--- src/rtl/multi_clk_div.sv ---
// Multi-channel programmable clock divider / tick generator.
// Each channel counts H = DIVIDER*cnt cycles per half-period and either toggles
// its output (50% duty, period 2H) or emits a one-cycle pulse every H cycles.
// The divide select and mode are shadowed and only reloaded at an event, so
// reprogramming never produces a runt pulse.

module multi_clk_div_ch #(
    parameter int CNT_W   = 6,
    parameter int DIVIDER = 5000,
    parameter int CTR_W   = 19
) (
    input  logic             clockin,
    input  logic             rst_n,
    input  logic             restart,
    input  logic             en,
    input  logic [CNT_W-1:0] cnt,
    input  logic             mode,
    output logic             clockout,
    output logic             tick
);

    logic [CTR_W-1:0] count_q, count_d;
    logic [CNT_W-1:0] act_cnt_q, act_cnt_d;
    logic             act_mode_q, act_mode_d;
    logic             clk_q, clk_d;
    logic             tick_q, tick_d;
    logic [CTR_W-1:0] term;
    logic             idle;

    // Constant multiply; the product always fits in CTR_W by construction.
    assign term = CTR_W'(DIVIDER) * CTR_W'(act_cnt_q) - CTR_W'(1);
    assign idle = !en || (act_cnt_q == '0);

    // Next-state: restart/idle clear and track the shadows, terminal edge fires an event.
    always_comb begin
        count_d    = count_q;
        act_cnt_d  = act_cnt_q;
        act_mode_d = act_mode_q;
        clk_d      = clk_q;
        tick_d     = 1'b0;
        if (restart || idle) begin
            count_d    = '0;
            clk_d      = 1'b0;
            act_cnt_d  = cnt;
            act_mode_d = mode;
        end else if (count_q == term) begin
            count_d    = '0;
            tick_d     = 1'b1;
            clk_d      = act_mode_q ? 1'b1 : !clk_q;
            act_cnt_d  = cnt;
            act_mode_d = mode;
        end else begin
            count_d = count_q + CTR_W'(1);
            if (act_mode_q) clk_d = 1'b0;
        end
    end

    // Channel state register with synchronous active-low reset.
    always_ff @(posedge clockin) begin
        if (!rst_n) begin
            count_q    <= '0;
            act_cnt_q  <= '0;
            act_mode_q <= 1'b0;
            clk_q      <= 1'b0;
            tick_q     <= 1'b0;
        end else begin
            count_q    <= count_d;
            act_cnt_q  <= act_cnt_d;
            act_mode_q <= act_mode_d;
            clk_q      <= clk_d;
            tick_q     <= tick_d;
        end
    end

    assign clockout = clk_q;
    assign tick     = tick_q;

endmodule

module multi_clk_div #(
    parameter int NCH     = 4,
    parameter int CNT_W   = 6,
    parameter int DIVIDER = 5000,
    parameter int CTR_W   = $clog2(DIVIDER*(2**CNT_W-1)+1)
) (
    input  logic                 clockin,
    input  logic                 rst_n,
    input  logic [NCH-1:0]       en,
    input  logic [NCH*CNT_W-1:0] cnt,
    input  logic [NCH-1:0]       mode,
    input  logic                 restart,
    output logic [NCH-1:0]       clockout,
    output logic [NCH-1:0]       tick
);

    // One independent divider per channel; only reset and restart are shared.
    for (genvar i = 0; i < NCH; i++) begin : g_ch
        multi_clk_div_ch #(
            .CNT_W  (CNT_W),
            .DIVIDER(DIVIDER),
            .CTR_W  (CTR_W)
        ) u_ch (
            .clockin (clockin),
            .rst_n   (rst_n),
            .restart (restart),
            .en      (en[i]),
            .cnt     (cnt[i*CNT_W +: CNT_W]),
            .mode    (mode[i]),
            .clockout(clockout[i]),
            .tick    (tick[i])
        );
    end

endmodule

--- config.mk ---
export PLATFORM = sky130hd
export DESIGN_NAME = multi_clk_div
export DESIGN_NICKNAME = d
export VERILOG_FILES = /design/src/rtl/multi_clk_div.sv
export SDC_FILE = /design/constraint.sdc
export NUM_CORES = 1
export LEC_CHECK = 0
export BUFFER_PORTS_ARGS = -buffer_cell sky130_fd_sc_hd__buf_2
export CAP_MARGIN = 20
export CORE_MARGIN = 2
export CORE_UTILIZATION = 60
export DETAILED_ROUTE_END_ITERATION = 16
export PLACE_DENSITY = 0.78
export SLEW_MARGIN = 25
export SYNTH_ARGS = -nofsm -noshare
export SYNTH_HDL_FRONTEND = slang
export SYNTH_HIERARCHICAL = 1
export SYNTH_SLANG_ARGS = --single-unit
--- constraint.sdc ---
create_clock -name clockin -period 5.5 [get_ports clockin]
set_input_delay 0.275 -clock clockin [delete_from_list [all_inputs] [get_ports clockin]]
set_output_delay 0.275 -clock clockin [all_outputs]
set_load 0.1 [all_outputs]
[Yosys cells after proc, flatten, opt, wreduce, memory -nomap -nowiden]
Index checks and enable logic that the tools add are counted.
Cells by class
  add/sub/neg operators: 8
  multipliers: 4
  equal/unequal tests: 4
  muxes and demuxes: 32
  bitwise operators: 1
  reductions and logical operators: 36
Operators by type and width (count)
  $add 19x1->19 const B: 4
  $eq 19x19->1: 4
  $sub 19x1->19 const B: 4
  $mul 10x6->16 const A: 4
  $mux 6: 8
  $logic_not 6->1: 4
  $mux 1: 24
  $reduce_bool 2->1: 8
  $reduce_or 3->1: 4
  $logic_not 1->1: 8
  $logic_or 1x1->1: 8
  $reduce_or 2->1: 4
  $not 1->1: 1
Word-level totals
  register bits after elaboration: 112
  bits of input ports: 35
  logic and storage cells: 105

[Depth between registers and ports, before layout]
  depth in word-level cells: 5
  mapped depth: 19
  depth with buffers taken out: 16

[By module]
The synthesis kept the hierarchy.
Modules (own cells, without submodules)
  multi_clk_div_ch at g_ch[2].u_ch ...: instances 2, cells an instance 359, area each 3047.9 µm², sequential area each 560.5 µm²
  multi_clk_div_ch at g_ch[1].u_ch: instances 1, cells an instance 311, area each 2595.0 µm², sequential area each 560.5 µm²
  multi_clk_div_ch at g_ch[0].u_ch: instances 1, cells an instance 290, area each 2556.2 µm², sequential area each 560.5 µm²

[Least setup slack after synthesis]
Ideal clock, no wire load.
  path type: register -> register
  from: register g_ch[2].u_ch.act_cnt_q[0]
  to: register g_ch[2].u_ch.clk_q
  data arrival time: 4.467 ns
  slack: 0.909 ns
  stages on the path, launching flop included: 17
  buffers on the path: 2
  clock period less this slack: 4.591 ns
  cells stage by stage: dfxtp_1 inv_1 ha_1 ha_1 fa_1 ha_1 fa_1 nor3_1 nand3_1 o21ba_2 nand4_1 o41a_1 a21o_1 buf_2 a211oi_2 buf_4 mux2_1
Between the ends
  word-level cells in the longest chain between the ends: 4
  elaborated cells on any way between the ends: 9
  classes of those cells: 1 x add/sub; 1 x mul; 1 x eq/ne; 1 x mux; 5 x reduce/logical
RTL lines
  from (decl): RTL line 23  | logic [CNT_W-1:0] act_cnt_q, act_cnt_d;
  from (signal assigned): RTL line 68  | act_cnt_q <= act_cnt_d;
  $mul 10x6->16 or $logic_not 6->1 (tied branches): RTL line 31, 32
  $sub 19x1->19 or $logic_or 1x1->1 (tied branches): RTL line 31, 32
  $eq 19x19->1 or $logic_or 1x1->1 (tied branches): RTL line 46, 41
  $mux 1 (tied with other cells): RTL line 46  | end else if (count_q == term) begin
  to (signal assigned): RTL line 70  | clk_q <= clk_d;
  to (decl): RTL line 25  | logic clk_q, clk_d;
Parallel ways exist; a longest one is shown, timed or not.
A chain may end at the register's enable or synchronous reset.

[Worst setup path after layout]
  from: register g_ch[1].u_ch.act_cnt_q[0]
  to: register g_ch[1].u_ch.count_q[6]
Between the ends
  word-level cells in the longest chain between the ends: 4
  elaborated cells on any way between the ends: 7
  classes of those cells: 1 x add/sub; 1 x mul; 1 x eq/ne; 4 x reduce/logical
RTL lines
  from (decl): RTL line 23
  from (signal assigned): RTL line 68
  $mul 10x6->16 or $logic_not 6->1 (tied branches): RTL line 31, 32
  $sub 19x1->19 or $logic_or 1x1->1 (tied branches): RTL line 31, 32
  $eq 19x19->1 or $logic_or 1x1->1 (tied branches): RTL line 46, 41
  $reduce_or 3->1 (no line) *
  to (signal assigned): RTL line 67  | count_q <= count_d;
  to (decl): RTL line 22  | logic [CTR_W-1:0] count_q, count_d;
Mark *: on every way between the ends. The rest lies on a longest branch, timed or not.

==> metrics <==
Final Hold Fails 0; Clock Sinks roughly 110; Seq/Total Area, Yosys 19.9%; most numerous cell in the Yosys netlist nor2_1; pwr/cell area approximately 240 mW/mm^2; CP Launch Type register; setup TNS 0 ns; Arr. time, crit path roughly 5.3 ns; slew margin rel. 41.0%; GP Congestion roughly 0.93; Worst Max-Slew Pin Slew around 0.88 ns; Leakage approximately 0.0048 uW; clock buffer depth 2; WHS Endpoint g_ch[0].u_ch/act_cnt_q[0]; cell mode on critical path ha_1; worst hold slack 0.154 ns; WL/cell 16.1 um; Ports between 40 and 50; Initial Utilization between 60% and 70%; First-pass DRT Iterations 5; CTS Root Buffer Type clkbuf_16; first-pass GRT wire length 43100 um; hold depth 3; CTS clk-pin slew, worst paths 0.07 ns; FMAX 198 MHz; Clock Latency Late Sink 0.36 ns; R2R depth 15; Synth cell types 96; Slew Viols, Final 0; Area Overhead vs Synth 5.30%; initial antenna violation count 0; hold_buf cts 0; vias in the first global route roughly 9100; final setup violation count 0; CP required 5.74 ns; nets 1512; Worst Hold Class primary input to register; post-route ant nets 0; # resized after CTS 0; asr flop ratio synth 0%; Post-Syn Instances 1319; slowest stage delay, CP around 0.66 ns; H-tree depth 3; DP HPWL 19500 um; final WL between 20000 and 30000 um; min-delay src cnt[0]; Ys Warns 6; Yosys top cell area share about a fifth; Max-cap violations 0; CTS tree done; die width about 140 um; Post-synth EDFFs 0; gr usage total 25.8%; Remaining DRCs 0; share of post-route cells with drive strength above 1 11.6%; Vias 9591; Post-Syn Nets 1498; nature of the critical path endpoint register; initial DRC count 576; crit-path max FO 19; status finished clean; Synth top cells by count nor2_1, ha_1, dfxtp_1, nand2_1, xnor2_1; Min Clock Period, post-route ~5.0 ns; diode count 0; cell accounting for the most synthesized area dfxtp_1; largest net degree at the start of global routing 39; core outline area around 0.019 mm^2; via-per-instance ratio 6.11; Clock Skews 0.00707 ns; TritonCTS Buffers 9; critical path's slowest cell or4_1; R2R Path End g_ch[1].u_ch/count_q[6]; r2r setup slk 0.46 ns; total global routing overflow 0; final period utilization between 90% and 100%; # port buffers 42; critical-path cell list inv_1 -> ha_1 -> ha_1 -> fa_1 -> ha_1 -> or4_1 -> nor4_1 -> o221ai_1 -> o211a_1 -> nor4_1 -> nand4_1 -> a311oi_2 -> or2_1 -> buf_4 -> nor2_1; ys flop type dfxtp_1; Synth Area per Inst 8.53 um^2; worst reg2reg path startpoint g_ch[1].u_ch/act_cnt_q[0]; critical path class register to register; total die area 0.0199 mm^2; FP Rows 50; post-synthesis register bit count 112; die height ~140 um; Area contributors post-synth dfxtp_1, ha_1, xnor2_1; VDD IR max 0.186 mV; Netlist Area Pre-Place approximately 0.011 mm^2; post-CTS setup buffer count 0; RSZ-0062 raised after global routing no
-- report_power, final --
part	total (uW)	switching [uW]	leakage (uW)	internal, uW
Sequential	862	33.8	0.000909	828
Combinational	1330	769	0.00378	558
Clock	642	319	0.000137	323
-- metal layers --
layer  GRT usage [%]  wire length (um)
met5               0                 0
met3            3.36              1010
met4            5.37               296
met1            35.1             12100
met2            44.2             12000
-- kinds of logic after synthesis --
family,share of synthesized area [%]
compound gates,17.1
xor+xnor,12.6
fa+ha+maj,17.9
buf+inv,4.74
flops,19.9
mux,2.20
simple gates,25.5
-- critical path, delay by kind of cell, from the launching register on --
kind,cells,cell delay (ns)
adders and majority gates,4,1.36
DFF,1,0.59
and+or+nand+nor,6,1.63
buffers and inverters,2,0.34
AOI/OAI and AO/OA,3,0.99
-- cell type report --
cell class / instances / area [um^2]
clock buffer: 10 / 239
clock inverter: 5 / 41.3
fill: 1579 / 6680
inverter: 66 / 248
multi-input combinational: 1089 / 8470
sequential: 112 / 2240
tap: 234 / 293
timing repair buffer: 55 / 308
-- state kept, by name (all words and copies together) (netlist names) --
name / count
g_ch.u_ch/tick: 4
g_ch.u_ch/clockout: 4
g_ch.u_ch/act_cnt_q: 24
g_ch.u_ch/count_q: 76
g_ch.u_ch/act_mode_q: 4
-- cell usage in the layout, fill, tap and decap left out, drive strengths merged, types with 13 or more instances in the layout --
cell type	n
a211oi	15
a21oi	42
a31oi	19
and2	15
and3	46
buf	55
dfxtp	112
fa	28
ha	116
inv	68
mux2i	18
nand2	94
nand3	53
nand4	31
nor2	118
nor3	74
o21ai	43
o311ai	16
or2	13
or3	20
xnor2	91
xor2	52
-- worst max path at each step --
stage,start,endpoint,cells past startpoint
5_1_grt,g_ch[1].u_ch/act_cnt_q[0],g_ch[1].u_ch/count_q[6],16
3_3_place_gp,g_ch[1].u_ch/act_cnt_q[0],g_ch[1].u_ch/count_q[6],15
3_5_place_dp,g_ch[1].u_ch/act_cnt_q[0],g_ch[1].u_ch/count_q[6],15
6_report,g_ch[1].u_ch/act_cnt_q[0],g_ch[1].u_ch/count_q[6],15
2_1_floorplan,g_ch[2].u_ch/act_cnt_q[0],g_ch[2].u_ch/clockout,16
4_1_cts,g_ch[1].u_ch/act_cnt_q[0],g_ch[1].u_ch/count_q[6],15
-- metrics by stage --
stage	utilization [%]	area (um^2)	cells	power, uW	setup WS (ns)
6_report	64.0	11800	1571	2830	0.456
5_1_grt	64.0	11800	1571	3040	0.0724
4_1_cts	64.0	11800	1571	2840	0.451
3_5_place_dp	62.4	11600	1556	2180	0.486
3_3_place_gp	62.4	11600	1556	2160	0.517
2_1_floorplan	-	11200	1319	1950	0.909
(Power assumes the default switching activity.)
